`config.mk`:
```
export PLATFORM = sky130hd
export DESIGN_NAME = multicycle_control
export DESIGN_NICKNAME = d
export VERILOG_FILES = /design/src/rtl/multicycle_control.sv
export SDC_FILE = /design/constraint.sdc
export NUM_CORES = 1
export LEC_CHECK = 0
export ABC_AREA = 1
export CORE_UTILIZATION = 39
export DETAILED_ROUTE_END_ITERATION = 10
export GPL_TIMING_DRIVEN = 0
export PLACE_DENSITY = 0.67
export SYNTH_ARGS = -nofsm -noshare
export SYNTH_HDL_FRONTEND = slang
export SYNTH_SLANG_ARGS = --single-unit
```
`constraint.sdc`:
```
create_clock -name CLK -period 4 [get_ports CLK]
set_clock_uncertainty 0.2 [all_clocks]
set_input_delay 0.8 -clock CLK [delete_from_list [all_inputs] [get_ports CLK]]
set_output_delay 0.8 -clock CLK [all_outputs]
set_load 0.02 [all_outputs]
```
`src/rtl/multicycle_control.sv`:
```
// multicycle_control
//
// Registered sequencer for the RV32I shared datapath. Each instruction runs
// over 3-5 cycles; every cycle raises only the datapath strobes that step
// needs. Fetch and data access share one memory port.
//
// Memory handshake: mem_req is held high, with iord/mem_we steady, in every
// cycle of a FETCH/MEM_RD/MEM_WR step. The access completes in the cycle
// where mem_req and mem_ready are both high. mem_ready is ignored whenever
// mem_req is low.
//
// Ports
//   CLK, RESET      clock, synchronous active-high reset
//   opcode          IR[6:0], stable from DECODE on
//   mem_ready       memory completes this cycle's access
//   mem_req/mem_we/iord               memory port controls
//   ir_write/pc_write/pc_write_cond/pc_source   IR and PC update controls
//   alu_src_a/alu_src_b/alu_op        ALU operand and operation selects
//   reg_write/mem_to_reg              register writeback controls
//   illegal         sticky unsupported-opcode flag
//   state_o         current state encoding (debug)
//   retired         retired-instruction counter, n bits, wraps silently
module multicycle_control #(
    parameter int unsigned n = 32
) (
    input  logic         CLK,
    input  logic         RESET,
    input  logic [6:0]   opcode,
    input  logic         mem_ready,
    output logic         mem_req,
    output logic         mem_we,
    output logic         iord,
    output logic         ir_write,
    output logic         pc_write,
    output logic         pc_write_cond,
    output logic         pc_source,
    output logic [1:0]   alu_src_a,
    output logic [1:0]   alu_src_b,
    output logic [3:0]   alu_op,
    output logic         reg_write,
    output logic         mem_to_reg,
    output logic         illegal,
    output logic [3:0]   state_o,
    output logic [n-1:0] retired
);

    typedef enum logic [3:0] {
        S_FETCH  = 4'd0,
        S_DECODE = 4'd1,
        S_EXEC_R = 4'd2,
        S_EXEC_I = 4'd3,
        S_ADDR   = 4'd4,
        S_MEM_RD = 4'd5,
        S_MEM_WR = 4'd6,
        S_WB_ALU = 4'd7,
        S_WB_MEM = 4'd8,
        S_BRANCH = 4'd9,
        S_TRAP   = 4'd10
    } state_t;

    localparam logic [6:0] OP_R      = 7'b0110011;
    localparam logic [6:0] OP_I      = 7'b0010011;
    localparam logic [6:0] OP_LOAD   = 7'b0000011;
    localparam logic [6:0] OP_STORE  = 7'b0100011;
    localparam logic [6:0] OP_BRANCH = 7'b1100011;

    localparam logic [3:0] ALU_ADD   = 4'b0000;
    localparam logic [3:0] ALU_SUB   = 4'b0001;
    localparam logic [3:0] ALU_RFN   = 4'b0010;
    localparam logic [3:0] ALU_IFN   = 4'b0011;

    state_t state;
    state_t state_next;
    logic   retire;

    always_ff @(posedge CLK) begin
        if (RESET) begin
            state   <= S_FETCH;
            illegal <= 1'b0;
            retired <= '0;
        end else begin
            state <= state_next;
            if (state_next == S_TRAP)
                illegal <= 1'b1;
            if (retire)
                retired <= retired + n'(1);
        end
    end

    // Next state and per-state strobes. RESET forces every strobe low so an
    // abandoned instruction cannot write anything in the reset cycle.
    always_comb begin
        state_next    = state;
        retire        = 1'b0;
        mem_req       = 1'b0;
        mem_we        = 1'b0;
        iord          = 1'b0;
        ir_write      = 1'b0;
        pc_write      = 1'b0;
        pc_write_cond = 1'b0;
        pc_source     = 1'b0;
        alu_src_a     = 2'b00;
        alu_src_b     = 2'b00;
        alu_op        = ALU_ADD;
        reg_write     = 1'b0;
        mem_to_reg    = 1'b0;

        case (state)
            S_FETCH: begin
                mem_req   = 1'b1;
                alu_src_b = 2'b01;
                ir_write  = mem_ready;
                pc_write  = mem_ready;
                if (mem_ready)
                    state_next = S_DECODE;
            end
            S_DECODE: begin
                // Branch target (OldPC + Imm<<1) is parked in ALUOut here.
                alu_src_a = 2'b10;
                alu_src_b = 2'b11;
                case (opcode)
                    OP_R:               state_next = S_EXEC_R;
                    OP_I:               state_next = S_EXEC_I;
                    OP_LOAD, OP_STORE:  state_next = S_ADDR;
                    OP_BRANCH:          state_next = S_BRANCH;
                    default:            state_next = S_TRAP;
                endcase
            end
            S_EXEC_R: begin
                alu_src_a  = 2'b01;
                alu_src_b  = 2'b00;
                alu_op     = ALU_RFN;
                state_next = S_WB_ALU;
            end
            S_EXEC_I: begin
                alu_src_a  = 2'b01;
                alu_src_b  = 2'b10;
                alu_op     = ALU_IFN;
                state_next = S_WB_ALU;
            end
            S_ADDR: begin
                alu_src_a  = 2'b01;
                alu_src_b  = 2'b10;
                state_next = (opcode == OP_STORE) ? S_MEM_WR : S_MEM_RD;
            end
            S_MEM_RD: begin
                mem_req = 1'b1;
                iord    = 1'b1;
                if (mem_ready)
                    state_next = S_WB_MEM;
            end
            S_MEM_WR: begin
                mem_req = 1'b1;
                mem_we  = 1'b1;
                iord    = 1'b1;
                if (mem_ready) begin
                    state_next = S_FETCH;
                    retire     = 1'b1;
                end
            end
            S_WB_ALU: begin
                reg_write  = 1'b1;
                state_next = S_FETCH;
                retire     = 1'b1;
            end
            S_WB_MEM: begin
                reg_write  = 1'b1;
                mem_to_reg = 1'b1;
                state_next = S_FETCH;
                retire     = 1'b1;
            end
            S_BRANCH: begin
                alu_src_a     = 2'b01;
                alu_src_b     = 2'b00;
                alu_op        = ALU_SUB;
                pc_write_cond = 1'b1;
                pc_source     = 1'b1;
                state_next    = S_FETCH;
                retire        = 1'b1;
            end
            S_TRAP: begin
                state_next = S_TRAP;
            end
            default: begin
                state_next = S_FETCH;
            end
        endcase

        if (RESET) begin
            mem_req       = 1'b0;
            mem_we        = 1'b0;
            iord          = 1'b0;
            ir_write      = 1'b0;
            pc_write      = 1'b0;
            pc_write_cond = 1'b0;
            pc_source     = 1'b0;
            alu_src_a     = 2'b00;
            alu_src_b     = 2'b00;
            alu_op        = ALU_ADD;
            reg_write     = 1'b0;
            mem_to_reg    = 1'b0;
        end
    end

    assign state_o = RESET ? 4'd0 : state;

endmodule

```
== Yosys cells after proc, flatten, opt, wreduce, memory -nomap -nowiden ==
Index checks and enable logic that the tools add are counted.

* Register bits: 37
* Bits of input ports: 10
* Output and inout port bits: 54
* Word-level logic and storage cells: 58

* Add/subtract/negate cells: 1
* Equality and inequality tests: 16
* Muxes and demuxes: 29
* Reduce and logical (&&, ||, !) cells: 9

{| class="wikitable"
|+ Operators by type and width
! cell !! count
|-
| 32-bit by 1-bit adder with 32-bit output (second input constant) || 1
|-
| 4-bit case mux with 7 select lines || 1
|-
| 4-bit 2-to-1 mux || 5
|-
| 4-bit by 3-bit == test with 1-bit output (second input constant) || 4
|-
| 4-bit == test (second input constant) || 4
|-
| 4-bit case mux with 4 select lines || 1
|-
| 1-bit 2-to-1 mux || 15
|-
| 7-bit by 6-bit == test with 1-bit output (second input constant) || 2
|-
| 2-bit case mux with 3 select lines || 2
|-
| 2-bit OR reduction || 5
|-
| 4-bit by 2-bit == test with 1-bit output (second input constant) || 2
|-
| 7-bit by 2-bit == test with 1-bit output (second input constant) || 1
|-
| 7-bit by 5-bit == test with 1-bit output (second input constant) || 1
|-
| 7-bit == test (second input constant) || 1
|-
| 2-bit 2-to-1 mux || 3
|-
| 3-bit OR reduction || 2
|-
| 4-bit by 1-bit == test with 1-bit output (second input constant) || 1
|-
| 4-bit zero test || 1
|-
| 2-bit case mux with 2 select lines || 1
|-
| 4-bit OR reduction || 1
|-
| 1-bit case mux with 2 select lines || 1
|}

== Longest topological paths before layout ==
* Word-level depth: 5
* Depth in mapped cells: 11
* Depth with buffers taken out: 11

== Least setup slack after synthesis ==
No wires, ideal clock.

* Path type: input-to-output
* Start point: input port RESET
* End point: output port pc_write
* Arrival: 1711 ps
* Required time: 3000 ps
* Slack: 1289 ps
* Stages: 4
* Path buffers: 3
* Path through: buf_2 > buf_1 > nor2_1 > buf_4

* Word-level cells in the longest chain between the ends: 1

{| class="wikitable"
|+ RTL lines
! item !! line !! RTL
|-
| start, declared || 27 || <nowiki>input logic RESET,</nowiki>
|-
| 1-bit 2-to-1 mux || - ||
|-
| end, declared || 34 || <nowiki>output logic pc_write,</nowiki>
|}

No other way between the ends.

== Final worst setup path ==
* Start point: input port mem_ready
* End point: output port pc_write

* Word-level cells in the longest chain between the ends: 2

{| class="wikitable"
|+ RTL lines
! item !! line !! RTL
|-
| start, declared || 29 || <nowiki>input logic mem_ready,</nowiki>
|-
| 1-bit 2-to-1 mux || 108 || <nowiki>case (state)</nowiki>
|-
| 1-bit 2-to-1 mux || 189 || <nowiki>if (RESET) begin</nowiki>
|}

No other way between the ends.

==> flow_summary.ini <==
[detailed_routing]
drcViolationCount = 0
vias = 2805
initialDrtViolationCount = 99
routed_via_density = 4.738
drtAntennaViolNets = 0
first_pass_iters = 4
wl_per_cell_um = 11.77
drt-total-wl_um = 6967

[power]
switching_power_w = 0.0004674
power.internal_w = 0.0007401
p_seq_share_pct = 35.0
swShare_pct = 38.71
power.leakage_nw = 1.267
p_comb_share_pct = 40.3
clkPwrFrac_pct = 24.8
p_per_area_nw_per_um2 = 362.4
vdd_drop_max_v = 0.0001746

[clocking]
tritoncts = built
clkTransAtPathRegs_ns = 0.07
cts_buffers = 5
cts_root_buffer = clkbuf_8
post_cts_buffers = 0
cts_resized = 0
clock_latency_ns = 0.29
cts_buffer_depth = 2
htree_levels = 2
ctsHoldBuffers = 0
clock_sinks = 37

[grt]
grt_max_degree = 12
antenna_found_initial = 0
grt_pass1_vias = 2425
overflow = 0
track_usage_pct = 21.65
grt_pass1_wl_um = 11160

[layout]
diodes = 0
postLayoutCoreUtil_pct = 54.66
fill_cells = 643
area_growth_pct = 31.57
multi_input_area_sq_um = 1494
drive_above_1_share_pct = 6.963
design_area_sq_um = 3332
layout.nets = 527
regArea_sq_um = 740.7

[synthesis]
synth-warning-count = 0
avgSynthCellArea_sq_um = 5.653
synthTopCellsByArea = dfxtp_1 29%, nand2_1 22%, nor2_1 14%, inv_1 7.7%, a21oi_1 5.1%
synth-seq-cells = 37
synth_edf_count = 0
ys.flop_type = dfxtp_1
yosysTopAreaCellShare_pct = 29.25
ys_types = 25
synthArstFlopShare_pct = 0
synth.most_common_cell = nand2_1
ys_seq_area_share_pct = 29.25
synth_top_area_cell = dfxtp_1
mappedNetlistArea_sq_um = 2532
syn_inst = 448
synthTopCellsByCount = 146 x nand2_1, 92 x nor2_1, 52 x inv_1

[timing]
slew_headroom_pct = 55.98
rsz0062_at_grt = no
finalCriticalPeriod_ns = 3.286
setup_ws_ns = 0.7139
tns_ns = 0
period_share_pct = 82.15
tightest_slew_ns = 0.6602
hold_violations = 0
setup_viol = 0
timing.fmax_mhz = 304.3
slew_violations = 0

[die]
placeableCoreArea_sq_um = 6096
dieHeight_um = 82.58
die_w_um = 82.58
fp.dieArea_sq_um = 6819
boundaryPins = 64
start_util_pct = 41.54
row_count = 28

[setup_path]
cp-endpoint = pc_write
crit_cells = 5
reg2reg_slack_ns = 2.03
crit_path_top_delay_cell = clkdlybuf4s50_1
cp_max_fo = 5
r2r_start = retired[0]
crit_family = buffers and inverters
worstPathRequired_ns = 3.00
critPathKind = in2out
cp-end-kind = output pin
path_buf_inv = 3
arrival_ns = 2.29
critPathLaunch = mem_ready
start_kind = primary input
crit_top_cell = clkdlybuf4s50_1
slowest_delay_ns = 0.58
reg2regPathDepth = 10
r2r_end = retired[28]
cp_cell_sequence = clkdlybuf4s50_1 > nand2_1 > nor2_1 > buf_4 > clkdlybuf4s50_1

[outcome]
status = finished clean

[worst_hold_path]
hold_path_class = reg2reg
hp-start = illegal

[place]
io_buffers = 60
placed_area_sq_um = 3231
place_congestion = 0.8960
hpwl_um = 5429
place_ws_ns = 0.7027

[job]
cap_violations = 0
## state kept, by name (all words and copies together) (netlist names)
register / flops
illegal: 1
state: 4
retired: 32
## metrics by stage
step	power (W)	hold WS, ns	instances
final	0.001208	0.2609	592
after floorplan	0.0007382	0.3264	449
after global routing	0.001283	0.2951	592
after CTS	0.001213	0.2593	592
after global placement	0.0009174	0.2423	584
after detailed placement	0.0009181	0.2452	584
## cells in the final DEF (no fill, tap or decap), types with 7 or more instances in the layout
cell,count
nand2_1,146
inv_1,52
a21oi_1,26
nand3_1,21
dfxtp_1,37
clkdlybuf4s50_1,60
nor2_2,7
clkbuf_8,7
o21ai_0,15
nor3_1,8
nand4_1,7
nor2_1,92
## layer usage
layer,GRT usage (%),share of wire (%),vias to the layer above
met4,5.345,1.0,0
met1,29.41,49,1217
met5,0,0,-
met2,35.54,45,68
li1,-,-,1511
met3,3.516,4.2,9
## kinds of logic (layout without fill, tap and decap cells)
logic type | Yosys count | after routing | share of synthesized area [%]
other cells | 1 | 2 | 0.1481
compound gates | 43 | 43 | 8.646
simple gates | 290 | 290 | 47.48
buf+inv | 70 | 138 | 11.91
fa+ha+maj | 1 | 1 | 0.4940
xor+xnor | 6 | 6 | 2.075
flops | 37 | 37 | 29.25
## layout make-up
cell class / count / area share (%)
sequential: 37 / 22.23
buffer: 13 / 2.629
clock buffer: 7 / 2.891
multi-input combinational: 342 / 44.84
timing repair buffer: 60 / 18.02
clock inverter: 1 / 0.1502
tap: 75 / 2.816
inverter: 57 / 6.421
## worst min-delay path by stage
stage	endpoint	slack, ns	depth (start not counted)
floorplan	illegal	0.33	2
global placement	illegal	0.24	2
detailed placement	illegal	0.25	2
CTS	illegal	0.26	2
global route	illegal	0.30	2
finish	illegal	0.26	2
## worst min-delay path: cells and delay by family, from the launching register on
family,cells,cell delay [ns]
buffers and inverters,1,0.05
AO/OA/AOI/OAI,1,0.05
flip-flops,1,0.32
## power by group through the flow
stage               combinational [W]  clock, W  sequential (W)
global route                 0.000538  0.000319        0.000426
CTS                          0.000489  0.000302        0.000422
finish                       0.000486  0.000299        0.000422
detailed placement           0.000487         0        0.000431
global placement             0.000487         0        0.000431
floorplan                    0.000302         0        0.000436
Power figures use the tool's default switching activity.
